`src/rtl/pipelined_prefix_adder.sv`:
```
// Three-stage parallel-prefix add/sub: S1 group g/p, S2 prefix-tree group carries, S3 result; result 2 edges after accept.
// Valid/ready elastic pipeline holding up to 3 ops; each stage loads when its successor is empty or draining.
module pipelined_prefix_adder #(
  parameter int WIDTH     = 32,
  parameter int GROUPSIZE = 4,
  parameter int TAGW      = 4
) (
  input  logic             clk,
  input  logic             rst,
  input  logic             flush,
  input  logic             in_valid,
  output logic             in_ready,
  input  logic [WIDTH-1:0] in_a,
  input  logic [WIDTH-1:0] in_b,
  input  logic             in_cin,
  input  logic             in_sub,
  input  logic [TAGW-1:0]  in_tag,
  output logic             out_valid,
  input  logic             out_ready,
  output logic [WIDTH-1:0] out_sum,
  output logic             out_cout,
  output logic             out_ovf,
  output logic             out_zero,
  output logic [TAGW-1:0]  out_tag
);

  localparam int TREESIZE = WIDTH / GROUPSIZE;
  localparam int LEVELS   = $clog2(TREESIZE);

  logic                r1_vld, r2_vld, r3_vld;
  logic [WIDTH-1:0]    r1_g, r1_p, r2_g, r2_p;
  logic [TREESIZE-1:0] r1_gg, r1_gp, r2_gc;
  logic                r1_c0, r2_c0;
  logic [TAGW-1:0]     r1_tag, r2_tag, r3_tag;
  logic [WIDTH-1:0]    r3_sum;
  logic                r3_cout, r3_ovf, r3_zero;

  logic                w_s1_en, w_s2_en, w_s3_en, w_fire;
  logic [WIDTH-1:0]    w_bop, w_g, w_p;
  logic                w_c0;
  logic [TREESIZE-1:0] w_gg, w_gp;
  logic [TREESIZE-1:0] w_tg, w_tp, w_ng, w_np, w_gc;
  logic [TREESIZE-1:0] w_cin_grp;
  logic [WIDTH-1:0]    w_c, w_sum;
  logic                w_run, w_ovf, w_zero;

  assign w_s3_en  = !r3_vld || out_ready;
  assign w_s2_en  = !r2_vld || w_s3_en;
  assign w_s1_en  = !r1_vld || w_s2_en;
  assign in_ready = !rst && w_s1_en;
  assign w_fire   = in_valid && in_ready;

  // Subtract is a + ~b + ~borrow, so both ops share one carry network.
  assign w_bop = in_sub ? ~in_b : in_b;
  assign w_c0  = in_sub ? ~in_cin : in_cin;
  assign w_g   = in_a & w_bop;
  assign w_p   = in_a ^ w_bop;

  always_comb begin
    w_gg = '0;
    w_gp = '1;
    for (int k = 0; k < TREESIZE; k++) begin
      for (int j = 0; j < GROUPSIZE; j++) begin
        w_gg[k] = w_g[k*GROUPSIZE+j] | (w_p[k*GROUPSIZE+j] & w_gg[k]);
        w_gp[k] = w_gp[k] & w_p[k*GROUPSIZE+j];
      end
    end
  end

  // Kogge-Stone span doubling over group (G,P); carry-in folded in after the tree.
  always_comb begin
    w_tg = r1_gg;
    w_tp = r1_gp;
    w_ng = '0;
    w_np = '0;
    for (int l = 0; l < LEVELS; l++) begin
      w_ng = w_tg;
      w_np = w_tp;
      for (int i = (1 << l); i < TREESIZE; i++) begin
        w_ng[i] = w_tg[i] | (w_tp[i] & w_tg[i-(1<<l)]);
        w_np[i] = w_tp[i] & w_tp[i-(1<<l)];
      end
      w_tg = w_ng;
      w_tp = w_np;
    end
    w_gc = w_tg | (w_tp & {TREESIZE{r1_c0}});
  end

  assign w_cin_grp = {r2_gc[TREESIZE-2:0], r2_c0};

  always_comb begin
    w_c   = '0;
    w_run = 1'b0;
    for (int k = 0; k < TREESIZE; k++) begin
      w_run = w_cin_grp[k];
      for (int j = 0; j < GROUPSIZE; j++) begin
        w_c[k*GROUPSIZE+j] = w_run;
        w_run = r2_g[k*GROUPSIZE+j] | (r2_p[k*GROUPSIZE+j] & w_run);
      end
    end
  end

  // Operands share a sign exactly when p[msb]==0; that sign is then g[msb].
  assign w_sum  = r2_p ^ w_c;
  assign w_ovf  = !r2_p[WIDTH-1] && (w_sum[WIDTH-1] != r2_g[WIDTH-1]);
  assign w_zero = (w_sum == '0);

  always_ff @(posedge clk) begin
    if (rst) begin
      r1_vld  <= 1'b0;
      r2_vld  <= 1'b0;
      r3_vld  <= 1'b0;
      r3_sum  <= '0;
      r3_cout <= 1'b0;
      r3_ovf  <= 1'b0;
      r3_zero <= 1'b0;
      r3_tag  <= '0;
    end else if (flush) begin
      r1_vld <= 1'b0;
      r2_vld <= 1'b0;
      r3_vld <= 1'b0;
    end else begin
      if (w_s1_en) r1_vld <= w_fire;
      if (w_s2_en) r2_vld <= r1_vld;
      if (w_s3_en) r3_vld <= r2_vld;
      if (w_s3_en && r2_vld) begin
        r3_sum  <= w_sum;
        r3_cout <= r2_gc[TREESIZE-1];
        r3_ovf  <= w_ovf;
        r3_zero <= w_zero;
        r3_tag  <= r2_tag;
      end
    end
  end

  always_ff @(posedge clk) begin
    if (w_fire) begin
      r1_g   <= w_g;
      r1_p   <= w_p;
      r1_gg  <= w_gg;
      r1_gp  <= w_gp;
      r1_c0  <= w_c0;
      r1_tag <= in_tag;
    end
    if (w_s2_en && r1_vld) begin
      r2_g   <= r1_g;
      r2_p   <= r1_p;
      r2_gc  <= w_gc;
      r2_c0  <= r1_c0;
      r2_tag <= r1_tag;
    end
  end

  assign out_valid = r3_vld;
  assign out_sum   = r3_sum;
  assign out_cout  = r3_cout;
  assign out_ovf   = r3_ovf;
  assign out_zero  = r3_zero;
  assign out_tag   = r3_tag;

endmodule

```
`config.mk`:
```
export PLATFORM = sky130hd
export DESIGN_NAME = pipelined_prefix_adder
export DESIGN_NICKNAME = d
export VERILOG_FILES = /design/src/rtl/pipelined_prefix_adder.sv
export SDC_FILE = /design/constraint.sdc
export NUM_CORES = 1
export LEC_CHECK = 0
export CELL_PAD_IN_SITES_DETAIL_PLACEMENT = 0
export CELL_PAD_IN_SITES_GLOBAL_PLACEMENT = 2
export CORE_MARGIN = 8
export CORE_UTILIZATION = 37
export CTS_CLUSTER_SIZE = 12
export DETAILED_ROUTE_END_ITERATION = 8
export GPL_ROUTABILITY_DRIVEN = 0
export PLACE_DENSITY_LB_ADDON = 0.3
export SYNTH_ARGS = -nofsm -noshare
export SYNTH_HDL_FRONTEND = slang
export SYNTH_SLANG_ARGS = --single-unit
export TNS_END_PERCENT = 10
```
`constraint.sdc`:
```
create_clock -name clk -period 14.62 [get_ports clk]
set_input_delay 2.924 -clock clk [delete_from_list [all_inputs] [get_ports clk]]
set_output_delay 2.924 -clock clk [all_outputs]
set_load 0.01 [all_outputs]
```
==> After elaboration in Yosys (flattened, before gate mapping) <==
Index checks and enable logic that the tools add are counted.
{ "word_totals": {"register_bits": 204, "in_bits": 75, "out_inout_bits": 41, "wordCells": 217} }
{ "classes": {"n_eq_ne": 1, "muxes": 2, "bitwise": 179, "n_reduce_logical": 16} }
{ "ops": {"columns": ["op", "count"], "rows": [
  ["AND 1 bit", 106],
  ["OR 1 bit", 65],
  ["XOR 32 bit", 2],
  ["AND 32 bit", 1],
  ["logical NOT 32 bit", 1],
  ["two-way mux 32 bit", 1],
  ["inverter 32 bit", 1],
  ["AND 8 bit", 1],
  ["OR 8 bit", 1],
  ["logical AND 1 bit", 5],
  ["logical NOT 1 bit", 5],
  ["logical OR 1 bit", 3],
  ["inverter 1 bit", 2],
  ["AND reduction 2 bit", 1],
  ["OR reduction 2 bit", 1],
  ["two-way mux 1 bit", 1],
  ["inequality test 1 bit", 1]
]} }

==> Logic depth before layout (Yosys ltp) <==
{ "depth": {"word_depth": 9, "depth_mapped": 9, "mapped_depth_nobuf": 9} }

==> Worst setup path after synthesis <==
No wires, ideal clock.
{ "synth_path": {"path_kind": "input port to flip-flop", "start": "in out_ready", "end": "reg r2_c0, enable pin", "setup_ns": 0.507, "arrival_ns": 6.263, "path_slack_ns": 7.850, "stages": 3, "path_cell_list": "nor2b_4 > and2_1 > nor2b_1"} }
{ "synth_between": {"elab_chain_cells": 3} }
{ "synth_rtl": {"columns": ["item", "line", "source"], "rows": [
  ["start, declared", "19", "input logic out_ready,"],
  ["logical OR 1 bit", "47", "assign w_s3_en = !r3_vld || out_ready;"],
  ["logical OR 1 bit", "48", "assign w_s2_en = !r2_vld || w_s3_en;"],
  ["logical AND 1 bit", "145", "if (w_s2_en && r1_vld) begin"],
  ["end signal, assigned", "149", "r2_c0 <= r1_c0;"],
  ["end, declared", "33", "logic r1_c0, r2_c0;"]
]} }
No other way between the ends.
A chain may end at the register's enable or synchronous reset.

==> Worst setup path in the final report <==
{ "layout_path": {"start": "in out_ready", "end": "out in_ready"} }
{ "layout_between": {"elab_chain_cells": 4} }
{ "layout_rtl": {"columns": ["item", "line", "source"], "rows": [
  ["logical OR 1 bit", "47", null],
  ["logical OR 1 bit", "48", null],
  ["logical OR 1 bit", "49", "assign w_s1_en = !r1_vld || w_s2_en;"],
  ["logical AND 1 bit", "50", "assign in_ready = !rst && w_s1_en;"],
  ["end, declared", "12", "output logic in_ready,"]
]} }
No other way between the ends.

==> reports/results.txt <==
Outcome: complete, no violations
Area Overhead vs Synth: 27.2%
Core Area: 20200 sq um
#FFs+latches synth: 190
Rows: 52
Die area: 25300 sq um
Yosys top cell by area: edfxtp_1
Pre-CTS setup slack: 7.21 ns
Yosys cell types: 30
Simple-Gate Fraction of Synth Area: 0.0996
Overall power: 1.19 mW
Drt pass-1 iters: 4
Final Hold Viols: 0
H-tree lvl count: 4
Worst-Margin Slew: 1.04 ns
Vias: 4283
Max cap viols: 0
# DRC: 0
Critical-path top delay cell: clkdlybuf4s50_1
Sequential area share after synthesis: 0.698
Critical register-to-register path startpoint: r2_p[16]
CP cell instances: clkdlybuf4s50_1 -> nor2b_4 -> and2_1 -> a21oi_1 -> clkdlybuf4s50_1
R2R cell count: 9
Mean Syn Cell Area: 14.3 sq um
Buf/Inv on CP: 2
CTS Buf Count: 17
Ys async rst share: 0
Layout cell share with drive strength beyond 1: 0.0846
First-pass GRT wire length: 23900 um
Fmax: 135 MHz
Vias in the first global route: 4559
Dpl cells: 900
Non-Filler Instances: 932
Setup TNS: 0 ns
Drt wl/cell: 16.0 um
Syn Nets: 661
IO buf count: 115
Slew Limit Fails: 0
RR Endpoint: out_zero
Kind of critical path: in -> out
Crit-path max FO: 4
Post-synthesis mux area share: 0
CTS root buf: clkbuf_16
CTS tree: done
CP required: 11.70 ns
Post-layout util: 0.478
WHS: 0.417 ns
Remaining antenna violation count after routing: 0
PostCTS Resize Cnt: 0
Startpoint types: primary input
Post-route setup slack: 7.21 ns
Vias/cell: 4.60
CP peak stage delay: 0.58 ns
Post-synth top area share: 0.587
Fin crit period: 7.41 ns
Ys flop type: edfxtp_1
Compound-cell area share of the yosys netlist: 0.0506
Largest family of logic cells by synthesized area: simple AND/OR/NAND/NOR gates
FF/Latch Area: 5290 sq um
Post-Synth XOR/XNOR Area: 0.0486
Total global routing overflow: 0
Peak supply drop: 0.0656 mV
Period utilisation layout: 0.507
R2R setup slack: 11.85 ns
Relative slew slack: 0.306
Worst path arrival time: 4.48 ns
Hold buffers post-CTS: 0
Footprint of the multi-input gates: 2220 sq um
Clock Pin Slew Worst Setup and Hold Paths: 0.07 ns
Hold Path Sink: r2_p[14]
Fin Clk Skew: 0.00696 ns
Initial antenna violation count: 0
RSZ-0062 raised after global routing: false
Die Wd: 159 um
Number of diodes: 0
Min-delay src: r1_p[14]
Starting Density: 0.375
Adder-cell share of the synthesized area: 0.0925
DP HPWL: 10700 um
CTS Buffer Depth: 2
Setup violators final: 0
Number of fill cells: 1785
# IOs: 116
Hold Path Cell Cnt: 0
Post-CTS Setup Inserts: 0
Leak pwr: 3.30 nW
Post-synth EDFFs: 148
Cell Area, Placed: 9010 sq um
Total Routing Usage GR: 0.122
PD cells: 123 nW/um^2
Synth Instances: 530
Top cells by area, synth: edfxtp_1 (59%), dfxtp_1 (11%), ha_1 (9.3%)
Netlist Area Pre-Place: 7570 sq um
Clock Latency Late Sink: 0.43 ns
Post-route design area: 9630 sq um
Post-layout nets: 780
Cell family with most CP delay: buffers and inverters
Hold crit path type: reg -> reg
TritonCTS Sinks: 190
Most common cell on crit path: clkdlybuf4s50_1
Largest net degree at the start of global routing: 79
Initial DRC count: 194
Final wirelength: 14900 um
Die Y: 159 um
Crit end category: output port
Yosys warns: 0
-- power breakdown --
group	leakage (nW)	total (mW)	internal (mW)	switching [mW]
clock network	0.308	0.484	0.287	0.197
registers	1.65	0.620	0.613	0.00712
logic	1.34	0.0819	0.0408	0.0410
total	3.30	1.19	0.941	0.245
-- sequential cells by signal, indices dropped and copies added, names as in the netlist, 8 cells and up --
| register | cells |
|---|---|
| out_sum | 32 |
| r1_g | 25 |
| r1_gg | 8 |
| r1_gp | 8 |
| r1_p | 32 |
| r2_g | 25 |
| r2_gc | 8 |
| r2_p | 32 |
-- cells by family (layout without fill, tap and decap cells) --
logic type / count (synthesis) / after routing
compound gates: 71 / 71
xor+xnor: 42 / 42
fa+ha+maj: 56 / 56
buf+inv: 19 / 151
flops: 190 / 190
simple gates: 152 / 152
-- area by class of cell --
type                    count  area share
flip-flops and latches    190       0.549
multi-input cells         321       0.231
repair buffers            117       0.120
clock buffers              21      0.0490
well taps                 270      0.0351
clock inverters            11      0.0158
inverters                   2    0.000779
-- synth_stat cells, drive strengths merged, types with 3 or more instances --
master,count
nor4,8
o21ai,10
nand2b,8
nor2b,10
nor3,3
clkbuf,8
and4,8
nand2,78
nor2,13
xnor2,8
edfxtp,148
buf,9
dfxtp,42
or2,16
xor2,34
ha,56
a21oi,52
-- worst max path at each step --
stage	start	end	slack (ns)	depth (start not counted)
finish	out_ready	in_ready	7.21	5
global placement	out_ready	in_ready	7.24	5
floorplan	out_ready	r2_c0	7.85	3
CTS	out_ready	in_ready	7.21	5
global route	out_ready	in_ready	7.15	5
detailed placement	out_ready	in_ready	7.21	5
-- routing by layer --
metal | GRT usage | up-vias | wire (um)
met2 | 0.211 | 78 | 7580
met1 | 0.140 | 2036 | 6530
li1 | - | 2158 | -
met4 | 0.0386 | 0 | 150
met3 | 0.0411 | 11 | 695
met5 | 0 | - | 0
-- cells in the final DEF (no fill, tap or decap) --
| cell type | synthesis | final |
|---|---|---|
| and2_1 | 2 | 1 |
| nor3b_2 | 0 | 1 |
| nor3b_1 | 2 | 1 |
| inv_1 | 2 | 2 |
| nand2b_1 | 8 | 8 |
| nor2_1 | 13 | 13 |
| clkdlybuf4s50_1 | 0 | 113 |
| bufinv_16 | 0 | 3 |
| buf_2 | 9 | 2 |
| and2_4 | 0 | 1 |
| a2111o_1 | 1 | 1 |
| xor2_1 | 34 | 34 |
| a21oi_1 | 52 | 52 |
| edfxtp_1 | 148 | 148 |
| nand4_1 | 1 | 1 |
| or2_2 | 16 | 16 |
| dfxtp_1 | 42 | 42 |
| o21a_1 | 2 | 2 |
| clkinv_2 | 0 | 2 |
| or3_1 | 2 | 2 |
| nor2b_1 | 9 | 8 |
| xnor2_1 | 8 | 8 |
| inv_6 | 0 | 5 |
| o31ai_1 | 1 | 1 |
| nor4_1 | 8 | 8 |
| buf_4 | 0 | 2 |
| a31o_2 | 1 | 1 |
| o21bai_1 | 2 | 2 |
| or3b_4 | 1 | 1 |
| ha_1 | 56 | 56 |
| clkinv_4 | 0 | 1 |
| nor2b_4 | 1 | 2 |
| nand2_1 | 78 | 78 |
| clkbuf_8 | 0 | 1 |
| nor3_1 | 3 | 3 |
| and4_1 | 8 | 8 |
| a21o_1 | 2 | 2 |
| clkbuf_16 | 0 | 18 |
| clkbuf_1 | 8 | 2 |
| o21ai_0 | 10 | 10 |
No activity file was read; power rests on OpenSTA's default activity.
